<file path="config.mk">
export PLATFORM = sky130hd
export DESIGN_NAME = pwm_deadtime
export DESIGN_NICKNAME = d
export VERILOG_FILES = /design/src/rtl/pwm_deadtime.sv
export SDC_FILE = /design/constraint.sdc
export NUM_CORES = 1
export LEC_CHECK = 0
export CORE_MARGIN = 4
export CORE_UTILIZATION = 39
export DETAILED_ROUTE_END_ITERATION = 7
export GPL_ROUTABILITY_DRIVEN = 0
export PLACE_DENSITY = 0.63
export SLEW_MARGIN = 15
export SYNTH_ARGS = -nofsm -noshare
export SYNTH_HDL_FRONTEND = slang
export SYNTH_SLANG_ARGS = --single-unit
</file>
<file path="constraint.sdc">
create_clock -name aclk -period 3.19 [get_ports aclk]
set_input_delay 0.319 -clock aclk [delete_from_list [all_inputs] [get_ports aclk]]
set_output_delay 0.319 -clock aclk [all_outputs]
set_load 0.05 [all_outputs]
</file>
<file path="src/rtl/pwm_deadtime.sv">
// Complementary PWM modulator with double-buffered duty/period and programmable dead time.
// Optional fault latch is compiled in with `define PWM_FAULT_EN.
module pwm_deadtime #(
  parameter int signal_width = 12,
  parameter int dt_width     = 8
) (
  input  logic                    aclk,
  input  logic                    reset,
  input  logic                    enable,
  input  logic [signal_width-1:0] duty,
  input  logic [signal_width-1:0] period,
  input  logic [dt_width-1:0]     deadtime,
  output logic                    pwm_h,
  output logic                    pwm_l,
  output logic                    period_start,
  output logic [signal_width-1:0] counter
`ifdef PWM_FAULT_EN
  ,
  input  logic                    fault,
  output logic                    fault_latched
`endif
);

  typedef enum logic [2:0] {OFF, DT_H, H_ON, DT_L, L_ON} state_t;

  localparam logic [signal_width-1:0] CNT_ONE  = 1;
  localparam logic [signal_width:0]   DUTY_ONE = 1;
  localparam logic [dt_width-1:0]     DT_ONE   = 1;

  state_t                  state;
  logic [signal_width-1:0] duty_sh;
  logic [signal_width-1:0] period_sh;
  logic [signal_width-1:0] counter_next;
  logic [signal_width:0]   duty_eff;
  logic [dt_width-1:0]     dt_cnt;
  logic [dt_width-1:0]     dt_load;
  logic                    raw;
  logic                    kill;

  always_comb begin
    counter_next = '0;
    if (enable && (counter < period_sh))
      counter_next = counter + CNT_ONE;
  end

  // Duty above the terminal count saturates to a full carrier, i.e. 100 %.
  always_comb begin
    duty_eff = {1'b0, duty_sh};
    if (duty_sh > period_sh)
      duty_eff = {1'b0, period_sh} + DUTY_ONE;
  end

  assign dt_load = (deadtime == '0) ? DT_ONE : deadtime;

`ifdef PWM_FAULT_EN
  assign kill = !enable || fault || fault_latched;

  always_ff @(posedge aclk) begin
    if (reset)
      fault_latched <= 1'b0;
    else
      fault_latched <= enable && (fault_latched || fault);
  end
`else
  assign kill = !enable;
`endif

  // Shadow registers only reload on the last carrier cycle, so a period is never split.
  always_ff @(posedge aclk) begin
    if (reset) begin
      counter      <= '0;
      duty_sh      <= '0;
      period_sh    <= '0;
      period_start <= 1'b0;
      raw          <= 1'b0;
    end else begin
      counter      <= counter_next;
      period_start <= enable && (counter_next == '0);
      raw          <= ({1'b0, counter} < duty_eff);
      if (!enable || (counter == period_sh)) begin
        duty_sh   <= duty;
        period_sh <= period;
      end
    end
  end

  always_ff @(posedge aclk) begin
    if (reset) begin
      state  <= OFF;
      dt_cnt <= '0;
      pwm_h  <= 1'b0;
      pwm_l  <= 1'b0;
    end else if (kill) begin
      state <= OFF;
      pwm_h <= 1'b0;
      pwm_l <= 1'b0;
    end else begin
      case (state)
        OFF: begin
          state  <= DT_L;
          dt_cnt <= dt_load;
          pwm_h  <= 1'b0;
          pwm_l  <= 1'b0;
        end
        DT_L: begin
          if (raw) begin
            state  <= DT_H;
            dt_cnt <= dt_load;
          end else if (dt_cnt <= DT_ONE) begin
            state <= L_ON;
            pwm_l <= 1'b1;
          end else begin
            dt_cnt <= dt_cnt - DT_ONE;
          end
        end
        L_ON: begin
          if (raw) begin
            state  <= DT_H;
            dt_cnt <= dt_load;
            pwm_l  <= 1'b0;
          end
        end
        DT_H: begin
          if (!raw) begin
            state  <= DT_L;
            dt_cnt <= dt_load;
          end else if (dt_cnt <= DT_ONE) begin
            state <= H_ON;
            pwm_h <= 1'b1;
          end else begin
            dt_cnt <= dt_cnt - DT_ONE;
          end
        end
        H_ON: begin
          if (!raw) begin
            state  <= DT_L;
            dt_cnt <= dt_load;
            pwm_h  <= 1'b0;
          end
        end
        default: begin
          state <= OFF;
          pwm_h <= 1'b0;
          pwm_l <= 1'b0;
        end
      endcase
    end
  end

endmodule
</file>
==> results of run 1 <==
flip-flops by register name, indices dropped and copies added (netlist names):
name          count
counter          12
dt_cnt            8
duty_sh          12
period_sh        12
period_start      1
pwm_h             1
pwm_l             1
raw               1
state             3
power groups by stage:
stage | logic (mW) | registers (mW) | clock network [mW]
floorplan | 0.406 | 0.735 | 0
global placement | 0.554 | 0.743 | 0
detailed placement | 0.564 | 0.744 | 0
CTS | 0.576 | 0.730 | 0.492
global route | 0.685 | 0.740 | 0.514
finish | 0.620 | 0.732 | 0.470
worst max-delay path, cell delays in order, from the launching register on:
cell	delay, ns
dfxtp_2	0.33
inv_1	0.10
ha_4	0.21
and3_4	0.16
a221o_1	0.33
o2bb2ai_2	0.14
o21ai_2	0.20
buf_6	0.17
mux2i_1	0.21
ha_1	0.27
and4_1	0.23
a21boi_4	0.15
a41oi_2	0.20
o2111ai_2	0.13
o221ai_1	0.21
worst paths after layout:
path	from	endpoint	slack (ns)	cells after the start
hold reg to reg	counter[0]	counter[0]	0.51	1
setup reg to reg	period_sh[2]	raw	0.06	14
hold / removal	counter[0]	counter[0]	0.51	1
setup / recovery	period_sh[2]	raw	0.06	14
logic make-up after synthesis:
family	count (synthesis)	synth area share (%)
flops	51	28.68
buf+inv	41	5.132
simple gates	148	20.88
mux	38	10.72
xor+xnor	21	5.167
compound gates	83	15.71
fa+ha+maj	39	13.71
layout make-up:
| class | count | area (µm²) | area share [%] |
|---|---|---|---|
| sequential | 51 | 1031 | 23.03 |
| clock inverter | 2 | 35.03 | 0.7826 |
| timing repair buffer | 72 | 666.9 | 14.90 |
| clock buffer | 6 | 82.58 | 1.845 |
| tap | 108 | 135.1 | 3.018 |
| multi-input combinational | 329 | 2447 | 54.67 |
| inverter | 21 | 78.83 | 1.761 |
Yosys cell counts (4+ instances only):
cell type / number
or3_1: 5
nand2_1: 21
ha_1: 39
inv_1: 21
nand4_1: 12
xor2_1: 4
a21oi_1: 21
dfxtp_1: 51
mux2i_1: 37
clkbuf_1: 12
o211a_1: 4
nor2_1: 53
nand2b_1: 4
xnor2_1: 17
nor2b_1: 6
o21ai_0: 18
a21o_1: 9
nor3_1: 13
nand3_1: 11
and3_1: 6
buf_4: 5
layer usage:
layer	up-vias	track usage [%]	share of wire, %
li1	1629	-	-
met1	1524	19.51	44
met2	64	28.50	51
met3	15	2.861	3.6
met4	0	4.558	2.1
met5	-	0	0
repair_timing:
item                                    CTS  global route
pin swaps                                 2            12
gates resized for setup                   8            17
endpoints found under the setup margin    1             1
setup buffers                             0             4
per-stage QoR:
step | power (mW) | cell area, µm² | cells
floorplan | 1.142 | 3567 | 421
global placement | 1.297 | 4228 | 577
detailed placement | 1.309 | 4228 | 577
CTS | 1.798 | 4364 | 585
global route | 1.939 | 4477 | 589
finish | 1.822 | 4477 | 589
==> summary.md, run 1 <==
| Metric | Value |
|---|---|
| Setup crit end kind | `flip-flop` |
| Worst-path fanout max | `5` |
| EDFF count, synth | `0` |
| Area contributors post-synth | `dfxtp_1 29%, ha_1 14%, mux2i_1 10%, nor2_1 5.6%, xnor2_1 4.2%` |
| CP required | `roughly 3.4 ns` |
| Synth Flop Type | `dfxtp_1` |
| Reg clk slew, reported paths | `0.09 ns` |
| WL per Instance | `14.87 µm` |
| Fin nets | `approximately 550` |
| Final core occ | `50.84%` |
| Vias in the first global route | `~3100` |
| Yosys reg bits | `51` |
| Net Sw Power | `0.5851 mW` |
| Vias/cell | `5.487` |
| FILL cells | `844` |
| CTS Buf Count | `5` |
| Die X | `103.5 µm` |
| Antenna Nets Post-Route | `0` |
| Cell area power density | `407.0 mW/mm²` |
| Via count | `3232` |
| Max_cap viols | `0` |
| Worst Clk Skew | `0.006619 ns` |
| Sequential Power Share | `40.2%` |
| Internal power | `between 1 and 1.5 mW` |
| Synthesized area | `0.003560 mm²` |
| Worst relative slew slack | `38.95%` |
| Finish-stage setup viols | `0` |
| CTS Sinks | `51` |
| All-Layer GR Usage | `15.92%` |
| First-pass DRT Iterations | `5` |
| Net Sw Frac | `32.11%` |
| Starting Density | `40.42%` |
| Final worst setup slack | `0.06097 ns` |
| Pin count of the biggest net entering global routing | `25` |
| Fin crit period | `~3.1 ns` |
| Initial antenna violation count | `0` |
| Clock power frac | `roughly a quarter` |
| Die area | `0.01072 mm²` |
| Htree depth | `2` |
| Ys Warns | `0` |
| Critical path class | `flip-flop to flip-flop` |
| IO Count | `50` |
| Most frequent cells in the layout | `53 x nor2_1, 49 x clkdlybuf4s50_1, 45 x dfxtp_1, 37 x mux2i_1, 37 x ha_1` |
| Period Utilization, post-route | `98.09%` |
| Sequential area share after synthesis | `28.68%` |
| Share of layout cells above drive strength 1 | `between 10% and 20%` |
| Ys async rst share | `0%` |
| Clock Root Buffer | `clkbuf_8` |
| Max VDD drop | `0.2041 mV` |
| Mapped Cells | `between 400 and 500` |
| Commonest non-fill, non-tap cell in the layout | `nor2_1` |
| Status | `completed` |
| CTS tree | `done` |
| Min Hold Slack | `0.5079 ns` |
| First-pass GRT wire length | `14520 µm` |
| Syn_nets | `approximately 500` |
| Clk Latency, worst-skew pair | `0.31 ns` |
| Gr ovfl total | `0` |
| Dpl hpwl | `6781 µm` |
| Cell taking the most area after synthesis | `dfxtp_1` |
| 1st-iter DRT viols | `roughly 130` |
| Logic gate share of total power | `34.0%` |
| Port bufs | `49` |
| Hold_buf cts | `0` |
| Least-Margin Pin Slew | `0.9149 ns` |
| Ant diodes | `0` |
| TNS Setup | `0 ns` |
| Avg Synthesized Cell Area | `8.455 µm²` |
| WP data arrival | `approximately 3.4 ns` |
| Synth-to-Final Area Change | `25.76%` |
| Hold crit path type | `flip-flop to flip-flop` |
| CP startpoint kind | `flip-flop` |
| Yosys top cell area share | `28.68%` |
| Cell variety after synth | `55` |
| Core box area | `between 0.008 and 0.009 mm²` |
| Leakage | `1.906 nW` |
| Total routed wirelength | `~9000 µm` |
| DIE HEIGHT | `103.5 µm` |
| Hold Violations, Final | `0` |
| Pre-CTS setup slack | `-0.006348 ns` |
| Fmax achieved | `319.6 MHz` |
| Post-route DRC violation count | `0` |
| Max clock buf depth | `2` |
| # rows | `34` |
| Final Max Tran Viols | `0` |
No activity file was read; power rests on OpenSTA's default activity.
==> run 2, diff against run 1 <==
- CTS_CLUSTER_SIZE: not set -> 12
==> results of run 2 <==
Same layout as run 1: the final DEF is identical, and so are final timing and power.
==> run 3, diff against run 2 <==
- CTS_CLUSTER_SIZE: 12 -> 40
==> results of run 3 <==
Same layout as run 1: the final DEF is identical, and so are final timing and power.
